==> config.mk <==
export PLATFORM = sky130hd
export DESIGN_NAME = hb_interp_flat
export DESIGN_NICKNAME = d
export VERILOG_FILES = /design/src/rtl/hb_interp_if.sv /design/src/rtl/hb_interp.sv /design/src/flat_wrapper.sv
export SDC_FILE = /design/constraint.sdc
export NUM_CORES = 2
export LEC_CHECK = 0
export CORE_ASPECT_RATIO = 0.8
export CORE_MARGIN = 2
export CORE_UTILIZATION = 45
export DETAILED_ROUTE_END_ITERATION = 12
export HOLD_SLACK_MARGIN = 0.08
export PLACE_DENSITY_LB_ADDON = 0.05
export SYNTH_ARGS = -nofsm -noshare
export SYNTH_HDL_FRONTEND = slang
export SYNTH_SLANG_ARGS = --single-unit
==> constraint.sdc <==
create_clock -name clk -period 15.88 [get_ports clk]
set_input_delay 3.176 -clock clk [delete_from_list [all_inputs] [get_ports clk]]
set_output_delay 3.176 -clock clk [all_outputs]
set_load 0.01 [all_outputs]
==> src/rtl/hb_interp_if.sv <==
// Sample-stream bundle for the halfband interpolator: control, input strobe/data, output strobe/data, overrun flag.
// Every strobe is a single-cycle pulse; data is qualified only while its strobe is high and there is no back-pressure.
interface hb_interp_if #(
    parameter int WIDTH = 16
);
    logic             bypass;
    logic             run;
    logic [8:0]       cpo;
    logic             stb_in;
    logic [WIDTH-1:0] data_in;
    logic             stb_out;
    logic [WIDTH-1:0] data_out;
    logic             ovf;

    modport master (
        output bypass, run, cpo, stb_in, data_in,
        input  stb_out, data_out, ovf
    );

    modport slave (
        input  bypass, run, cpo, stb_in, data_in,
        output stb_out, data_out, ovf
    );
endinterface

==> src/rtl/hb_interp.sv <==
// Halfband interpolate-by-2: each accepted sample yields a filtered output F then, cpo clocks later, the centre tap C.
// 16-deep delay line, symmetric pre-adds, two multipliers, four accumulate phases, fixed 10-clock F latency.
module hb_interp #(
    parameter int WIDTH = 16
) (
    input logic       clk,
    input logic       rst,
    hb_interp_if.slave bus
);
    localparam int PIPE = 6;
    localparam logic signed [WIDTH-1:0] MAX_W = {1'b0, {(WIDTH-1){1'b1}}};
    localparam logic signed [WIDTH-1:0] MIN_W = {1'b1, {(WIDTH-1){1'b0}}};
    localparam logic signed [37:0] SAT_MAX = (38'sd1 <<< (WIDTH-1)) - 38'sd1;
    localparam logic signed [37:0] SAT_MIN = -(38'sd1 <<< (WIDTH-1));

    typedef enum logic [2:0] {
        PH_IDLE = 3'd0,
        PH_1    = 3'd1,
        PH_2    = 3'd2,
        PH_3    = 3'd3,
        PH_4    = 3'd4
    } phase_e;

    function automatic logic signed [17:0] coef(input logic [2:0] idx);
        logic signed [17:0] c;
        case (idx)
            3'd0:    c = -18'sd107;
            3'd1:    c = 18'sd445;
            3'd2:    c = -18'sd1271;
            3'd3:    c = 18'sd2959;
            3'd4:    c = -18'sd6107;
            3'd5:    c = 18'sd11953;
            3'd6:    c = -18'sd24706;
            default: c = 18'sd82359;
        endcase
        return c;
    endfunction

    function automatic logic signed [17:0] sx(input logic signed [WIDTH-1:0] v);
        return {{(18-WIDTH){v[WIDTH-1]}}, v};
    endfunction

    logic signed [WIDTH-1:0] dly_q [16];
    phase_e                  phase_q;
    logic signed [37:0]      acc_q;
    logic signed [WIDTH-1:0] ctr_hold_q;
    logic [PIPE-1:0]         pv_q;
    logic signed [WIDTH-1:0] pf_q [PIPE];
    logic signed [WIDTH-1:0] pc_q [PIPE];
    logic                    c_pend_q;
    logic [8:0]              c_cnt_q;
    logic signed [WIDTH-1:0] c_val_q;
    logic                    stb_out_q;
    logic [WIDTH-1:0]        data_out_q;
    logic                    ovf_q;

    logic [1:0]              k_d;
    logic [3:0]              ia_d, ib_d, ic_d, id_d;
    logic signed [17:0]      pre_a_d, pre_b_d;
    logic signed [35:0]      prod_a_d, prod_b_d;
    logic signed [37:0]      acc_base_d, acc_sum_d, rnd_d, shifted_d;
    logic signed [WIDTH-1:0] f_sat_d;
    logic                    slot_free_d, accept_d, drop_d;
    logic                    f_emit_d, c_emit_d, overrun_d;

    // Phase k (1..4) folds in tap pairs k-1 and k+3 from the already-written delay line.
    always_comb begin
        k_d = 2'd0;
        case (phase_q)
            PH_2:    k_d = 2'd1;
            PH_3:    k_d = 2'd2;
            PH_4:    k_d = 2'd3;
            default: k_d = 2'd0;
        endcase
        ia_d = {2'b00, k_d};
        ib_d = 4'd15 - ia_d;
        ic_d = ia_d + 4'd4;
        id_d = 4'd11 - ia_d;

        pre_a_d  = sx(dly_q[ia_d]) + sx(dly_q[ib_d]);
        pre_b_d  = sx(dly_q[ic_d]) + sx(dly_q[id_d]);
        prod_a_d = pre_a_d * coef({1'b0, k_d});
        prod_b_d = pre_b_d * coef({1'b1, k_d});

        acc_base_d = (phase_q == PH_1) ? 38'sd0 : acc_q;
        acc_sum_d  = acc_base_d + $signed({{2{prod_a_d[35]}}, prod_a_d})
                                + $signed({{2{prod_b_d[35]}}, prod_b_d});
        rnd_d      = acc_sum_d + 38'sd65536;
        shifted_d  = rnd_d >>> 17;

        if (shifted_d > SAT_MAX) begin
            f_sat_d = MAX_W;
        end else if (shifted_d < SAT_MIN) begin
            f_sat_d = MIN_W;
        end else begin
            f_sat_d = shifted_d[WIDTH-1:0];
        end
    end

    // The final accumulate phase reads the old delay line on the same edge a new write lands,
    // so a fresh sample may already be accepted while PH_4 completes.
    always_comb begin
        slot_free_d = (phase_q == PH_IDLE) || (phase_q == PH_4);
        accept_d    = !bus.bypass && bus.run && bus.stb_in && slot_free_d;
        drop_d      = !bus.bypass && bus.run && bus.stb_in && !slot_free_d;
        f_emit_d    = bus.run && pv_q[PIPE-1];
        c_emit_d    = bus.run && c_pend_q && (c_cnt_q == 9'd1);
        overrun_d   = f_emit_d && c_pend_q;
    end

    always_ff @(posedge clk) begin
        if (rst) begin
            for (int i = 0; i < 16; i++) dly_q[i] <= '0;
            phase_q    <= PH_IDLE;
            acc_q      <= '0;
            ctr_hold_q <= '0;
            pv_q       <= '0;
            for (int i = 0; i < PIPE; i++) begin
                pf_q[i] <= '0;
                pc_q[i] <= '0;
            end
            c_pend_q   <= 1'b0;
            c_cnt_q    <= '0;
            c_val_q    <= '0;
            stb_out_q  <= 1'b0;
            data_out_q <= '0;
            ovf_q      <= 1'b0;
        end else begin
            if (accept_d) begin
                for (int i = 15; i > 0; i--) dly_q[i] <= dly_q[i-1];
                dly_q[0]   <= $signed(bus.data_in);
                ctr_hold_q <= dly_q[6];
            end

            if (!bus.run) begin
                phase_q <= PH_IDLE;
            end else if (accept_d) begin
                phase_q <= PH_1;
            end else begin
                case (phase_q)
                    PH_1:    phase_q <= PH_2;
                    PH_2:    phase_q <= PH_3;
                    PH_3:    phase_q <= PH_4;
                    default: phase_q <= PH_IDLE;
                endcase
            end

            if (phase_q == PH_1 || phase_q == PH_2 || phase_q == PH_3) begin
                acc_q <= acc_sum_d;
            end

            // Fixed-latency result pipe: several results can be in flight at the minimum input spacing.
            if (!bus.run) begin
                pv_q <= '0;
            end else begin
                pv_q <= {pv_q[PIPE-2:0], (phase_q == PH_4)};
            end
            for (int i = PIPE-1; i > 0; i--) begin
                pf_q[i] <= pf_q[i-1];
                pc_q[i] <= pc_q[i-1];
            end
            pf_q[0] <= f_sat_d;
            pc_q[0] <= ctr_hold_q;

            if (!bus.run) begin
                c_pend_q <= 1'b0;
                c_cnt_q  <= '0;
            end else if (f_emit_d) begin
                c_pend_q <= 1'b1;
                c_cnt_q  <= bus.cpo;
                c_val_q  <= pc_q[PIPE-1];
            end else if (c_pend_q) begin
                if (c_cnt_q == 9'd1) begin
                    c_pend_q <= 1'b0;
                end
                c_cnt_q <= c_cnt_q - 9'd1;
            end

            if (drop_d || overrun_d) begin
                ovf_q <= 1'b1;
            end

            if (bus.bypass) begin
                stb_out_q <= bus.stb_in;
                if (bus.stb_in) begin
                    data_out_q <= bus.data_in;
                end
            end else begin
                stb_out_q <= f_emit_d || c_emit_d;
                if (f_emit_d) begin
                    data_out_q <= pf_q[PIPE-1];
                end else if (c_emit_d) begin
                    data_out_q <= c_val_q;
                end
            end
        end
    end

    assign bus.stb_out  = stb_out_q;
    assign bus.data_out = data_out_q;
    assign bus.ovf      = ovf_q;
endmodule

==> src/flat_wrapper.sv <==
// flat-port wrapper written by rule: the top's interface ports become plain ports
module hb_interp_flat 
#(
    parameter int WIDTH = 16
)
  (clk, rst, bus_bypass, bus_run, bus_cpo, bus_stb_in, bus_data_in, bus_stb_out, bus_data_out, bus_ovf);
  hb_interp_if #(.WIDTH(WIDTH)) bus_i ();
  input logic clk;
  input logic rst;
  input wire logic [$bits(bus_i.bypass)-1:0] bus_bypass;
  input wire logic [$bits(bus_i.run)-1:0] bus_run;
  input wire logic [$bits(bus_i.cpo)-1:0] bus_cpo;
  input wire logic [$bits(bus_i.stb_in)-1:0] bus_stb_in;
  input wire logic [$bits(bus_i.data_in)-1:0] bus_data_in;
  output wire logic [$bits(bus_i.stb_out)-1:0] bus_stb_out;
  output wire logic [$bits(bus_i.data_out)-1:0] bus_data_out;
  output wire logic [$bits(bus_i.ovf)-1:0] bus_ovf;
  assign bus_i.bypass = bus_bypass;
  assign bus_i.run = bus_run;
  assign bus_i.cpo = bus_cpo;
  assign bus_i.stb_in = bus_stb_in;
  assign bus_i.data_in = bus_data_in;
  assign bus_stb_out = bus_i.stb_out;
  assign bus_data_out = bus_i.data_out;
  assign bus_ovf = bus_i.ovf;
  hb_interp #(.WIDTH(WIDTH)) u_core (.clk(clk), .rst(rst), .bus(bus_i));
endmodule
After elaboration in Yosys (flattened, before gate mapping)
Memory sizes are Yosys's and may differ from the RTL's. A register that Yosys moved wholly into a read port is not among the register bits.
Index checks and enable logic that the tools add are counted.
{ "word_totals": {"elab_cells": 139, "output_inout_bits": 18, "in_bits": 30, "ram_bits": 448, "mem_count": 3, "regBits": 91} }
{ "classes": {"bitwise_logic": 29, "mul": 2, "reduce_logical": 23, "n_addsub": 9, "eq_ne": 9, "order_cmp": 2, "n_mux": 52} }
{ "memory_table": {"columns": ["memory", "depth", "width", "rd", "rd_clocked_by_memory_dff", "write_ports", "line_no", "rtl"], "rows": [
  ["u_core.dly_q", 16, 16, 19, 0, 16, "hb_interp.sv:43", "logic signed [WIDTH-1:0] dly_q [16];"],
  ["u_core.pc_q", 6, 16, 6, 1, 6, "hb_interp.sv:49", "logic signed [WIDTH-1:0] pc_q [PIPE];"],
  ["u_core.pf_q", 6, 16, 6, 0, 6, "hb_interp.sv:48", "logic signed [WIDTH-1:0] pf_q [PIPE];"]
]} }
{ "op_table": {"columns": ["operator", "n"], "rows": [
  ["$mux 16", 34],
  ["$add 38x36->38", 2],
  ["$pmux 18 s4", 1],
  ["$mul 17x18->35", 2],
  ["$pmux 18 s3", 1],
  ["$add 38x18->38 const B", 1],
  ["$mux 38", 1],
  ["$add 16x16->17", 2],
  ["$or 1x1->1", 28],
  ["$gt 21x16->1 const B", 1],
  ["$lt 21x16->1 const B", 1],
  ["$mux 9", 2],
  ["$mux 1", 11],
  ["$eq 9x1->1 const B", 1],
  ["$pmux 3 s3", 1],
  ["$sub 9x1->9 const B", 1],
  ["$logic_and 1x1->1", 8],
  ["$eq 3x2->1 const B", 2],
  ["$pmux 2 s3", 1],
  ["$logic_or 1x1->1", 5],
  ["$add 2x3->4 const B", 1],
  ["$eq 2x2->1 const B", 2],
  ["$reduce_and 2->1", 2],
  ["$sub 1x3->4 const A", 1],
  ["13 further kinds", 14]
]} }

Logic depth before layout (Yosys ltp)
An unclocked memory read counts as a cell.
{ "depth": {"depth_word": 13, "depth_mapped": 67} }

Worst setup path before layout
No wires, ideal clock.
{ "synth_timing": {"path_type": "register -> register", "startpoint": "reg u_core.phase_q[2]", "endpoint": "mem u_core.pf_q[0][0]", "setup_time_ns": 0.131, "synth_period_minus_slack_ns": 13.544, "required_time_ns": 15.749, "n_path_buf": 4, "slack_ns": 2.336, "stages_incl_launch_ff": 63, "arrival_time_ns": 13.413, "cell_sequence": "dfxtp_1 -> nor2b_1 -> clkbuf_1 -> nor2_1 -> nor2_1 -> buf_1 -> mux2i_1 -> nand3b_1 -> o21ai_0 -> and2_1 -> nor3_1 -> ha_1 -> a21o_1 -> a21oi_1 -> o21ai_0 -> a21oi_1 -> o21ai_0 -> a21oi_1 -> [27 not listed] -> nand2b_1 -> xor2_1 -> fa_1 -> ha_1 -> clkbuf_1 -> nand2_1 -> nor2_1 -> nand2_1 -> a2111oi_0 -> o21a_1 -> o21a_1 -> mux2i_1 -> a211oi_2 -> and4bb_1 -> xor2_2 -> a22oi_2 -> buf_6 -> o21ai_1"} }
{ "synth_lines": {"columns": ["element", "line_no", "rtl"], "rows": [
  ["from (decl)", "hb_interp.sv:44", "phase_e phase_q;"],
  ["from (signal assigned)", "hb_interp.sv:114", "phase_q <= PH_IDLE;"],
  ["from (signal assigned)", "hb_interp.sv:136", "phase_q <= PH_IDLE;"],
  ["from (signal assigned)", "hb_interp.sv:138", "phase_q <= PH_1;"],
  ["to (decl)", "hb_interp.sv:48", null]
]} }

==> flow_metrics.env <==
export IMPL_worst_hold_slack_ps=395.2
export IMPL_syn_to_final_growth_pct=8.586
export IMPL_via_per_inst=5.157
export IMPL_fillers=9489
export IMPL_drtIter0Drc=2444
export IMPL_fmax_mhz=68.11
export IMPL_portBuffers=47
export IMPL_grt_pass1_wl_um=192800
export IMPL_grt_total_usage_pct=24.42
export IMPL_synth_cell_type_count=90
export IMPL_rsz0062_at_grt="false"
export IMPL_hpwlAfterDp_um=94350
export IMPL_vias=30890
export IMPL_drv_slew=0
export IMPL_cp_max_fo=15
export IMPL_gr_total_overflow=0
export IMPL_drive_gt1_share_pct=4.567
export IMPL_coreArea_mm2=0.1002
export IMPL_dieArea_mm2=0.1033
export IMPL_cts_sinks=555
export IMPL_min_path_type="reg2reg"
export IMPL_synth_warnings=0
export IMPL_start_util_pct=45.23
export IMPL_synth_nets=5519
export IMPL_setup_tns_ps=0
export IMPL_final_cell_mix="inv_1 (784), fa_1 (584), nor2_1 (348), nand2_1 (346), and2_1 (315)"
export IMPL_netlist_instances=4647
export IMPL_cts_buffers=57
export IMPL_grt_pass1_vias=31380
export IMPL_nets=5493
export IMPL_async_flop_share_pct=0
export IMPL_crit_arrival_ps=15200
export IMPL_critPathRequiredTime_ps=16400
export IMPL_wl_met2_um=49510
export IMPL_rows=104
export IMPL_wl_met1_um=62330
export IMPL_min_delay_start="u_core.pc_q[1][14]$_SDFF_PP0_"
export IMPL_totalWireLength_um=122500
export IMPL_die_w_um=358.8
export IMPL_cts_tree="built"
export IMPL_seq_area_mm2=0.01368
export IMPL_status="finished, final reports clean"
export IMPL_min_period_ps=14680
export IMPL_io_pins=48
export IMPL_path_clk_slew_ps=70
export IMPL_synth_edf_count=256
export IMPL_r2r_slack_ps=1200
export IMPL_critPathLaunchType="register"
export IMPL_netlist_area_mm2=0.04532
export IMPL_cts_buffer_depth=3
export IMPL_ys_flop_type="dfxtp_1"
export IMPL_slowest_stage="fa_1"
export IMPL_grt_max_degree=161
export IMPL_firstDrtPassIters=5
export IMPL_crit_top_cell="fa_1"
export IMPL_skew_ps=58.24
export IMPL_gp_congestion=0.8956
export IMPL_ys_ff_latch=555
export IMPL_ctsHoldBuffers=0
export IMPL_post_drt_wl_per_cell_um=20.45
export IMPL_crit_path_max_incr_delay_ps=580
export IMPL_die_height_um=287.8
export IMPL_top_layer_used="met4"
export IMPL_cp_startpoint="u_core.phase_q[1]$_SDFF_PP0_"
export IMPL_layout_commonest_cell="inv_1"
export IMPL_hold_viol=0
export IMPL_antenna_found_initial=0
export IMPL_worstMarginPinSlew_ps=1109
export IMPL_critPathKind="reg2reg"
export IMPL_multiInputGateArea_mm2=0.02800
export IMPL_max_slew_margin_pct=26.06
export IMPL_clk_latency_ps=650
export IMPL_post_route_drc_count=0
export IMPL_syn_area_per_cell_um2=9.752
export IMPL_cts_root_buf="clkbuf_16"
export IMPL_cp_end_kind="register"
export IMPL_ant_nets=0
export IMPL_yosysSeqAreaShare_pct=30.17
export IMPL_final_period_utilization_pct=92.46
export IMPL_met3_length_um=8686
export IMPL_h_tree_depth=2
export IMPL_max_cap_viol_count=0
export IMPL_setup_viol=0
export IMPL_timing_rr_start="u_core.phase_q[1]$_SDFF_PP0_"
## sequential cells by signal, indices dropped and copies added, names as in the netlist
register	count
u_core.phase_q	3
u_core.ctr_hold_q	16
u_core.bus.data_out	16
u_core.bus.stb_out	1
u_core.acc_q	38
u_core.pf_q	96
u_core.bus.ovf	1
u_core.c_val_q	16
u_core.dly_q	256
u_core.pc_q	96
u_core.c_pend_q	1
u_core.pv_q	6
u_core.c_cnt_q	9
## critical path, delay by kind of cell, from the launching register on
| kind | cells | cell delay, ps |
|---|---|---|
| AO/OA/AOI/OAI | 21 | 4390 |
| adder cells (fa/ha/maj) | 10 | 4390 |
| AND/OR/NAND/NOR | 14 | 2190 |
| XOR/XNOR | 5 | 1530 |
| buffers and inverters | 8 | 1430 |
| flip-flops | 1 | 510 |
| multiplexers | 1 | 110 |
## layer usage
layer	track usage (%)	up-vias
met1	38.52	15180
met3	5.165	112
li1	-	14810
met5	0	-
met2	34.39	788
met4	4.325	0
## area by class of cell
| cell class | instances | share of cell area, % |
|---|---|---|
| Tap cell | 1325 | 3.369 |
| Sequential cell | 555 | 27.80 |
| Clock buffer | 81 | 3.331 |
| Antenna cell | 2 | 0.01017 |
| Clock inverter | 21 | 0.5543 |
| Timing Repair Buffer | 107 | 1.981 |
| Multi-Input combinational cell | 3108 | 56.90 |
| Inverter | 792 | 6.064 |
## stage by stage
stage               cells  cell area [um^2]  worst slack (ps)  util [%]
finish               5991             49210              1197     49.11
global route         5989             49200             105.2     49.11
CTS                  5984             49120             455.9     49.02
detailed placement   5882             47210             529.5     47.12
global placement     5882             47210             777.3     47.12
floorplan            4647             45320              2336         -
## path summary, 6_finish.rpt
| kind | depth (start not counted) | endpoint |
|---|---|---|
| setup / recovery | 59 | u_core.pf_q[0][1]$_SDFF_PP0_ |
| hold reg to reg | 1 | u_core.pc_q[2][14]$_SDFF_PP0_ |
| setup reg to reg | 59 | u_core.pf_q[0][1]$_SDFF_PP0_ |
| hold / removal | 1 | u_core.pc_q[2][14]$_SDFF_PP0_ |
## cell families after synthesis
family	after synthesis	synth area share [%]
compound gates	710	10.10
xor+xnor	130	2.559
fa+ha+maj	842	32.92
buf+inv	984	8.205
flops	555	30.17
mux	24	0.5439
simple gates	1402	15.50
## synth_stat cells (all sizes together) (11+ instances only)
cell / number / area share, %
o21a: 22 / 0.36
o22a: 30 / 0.58
nand3: 32 / 0.35
nor3: 39 / 0.43
inv: 785 / 6.5
buf: 24 / 0.25
a21oi: 253 / 2.8
ha: 258 / 7.1
xnor2: 87 / 1.7
o221ai: 15 / 0.29
a22oi: 16 / 0.28
clkbuf: 168 / 1.4
or3: 11 / 0.15
dfxtp: 299 / 13
nor2: 354 / 2.9
and2: 315 / 4.3
o21bai: 13 / 0.22
o22ai: 77 / 1.1
o21ai: 111 / 1.3
edfxtp: 256 / 17
nand2: 348 / 2.9
fa: 584 / 26
nand4: 14 / 0.21
nor2b: 194 / 2.7
and3: 19 / 0.26
nand2b: 32 / 0.44
xor2: 42 / 0.83
a21o: 65 / 1.1
or2: 11 / 0.15
mux2i: 22 / 0.49
a211oi: 28 / 0.47
## repair_timing
| action | CTS | global route |
|---|---|---|
| endpoints found under the setup margin | 0 | 16 |
| resized for setup | 0 | 7 |
| setup buffers | 0 | 5 |
Power is left out: the tool's default activity adds up to more than one toggle a clock period on the data nets, which glitch-free logic cannot reach.
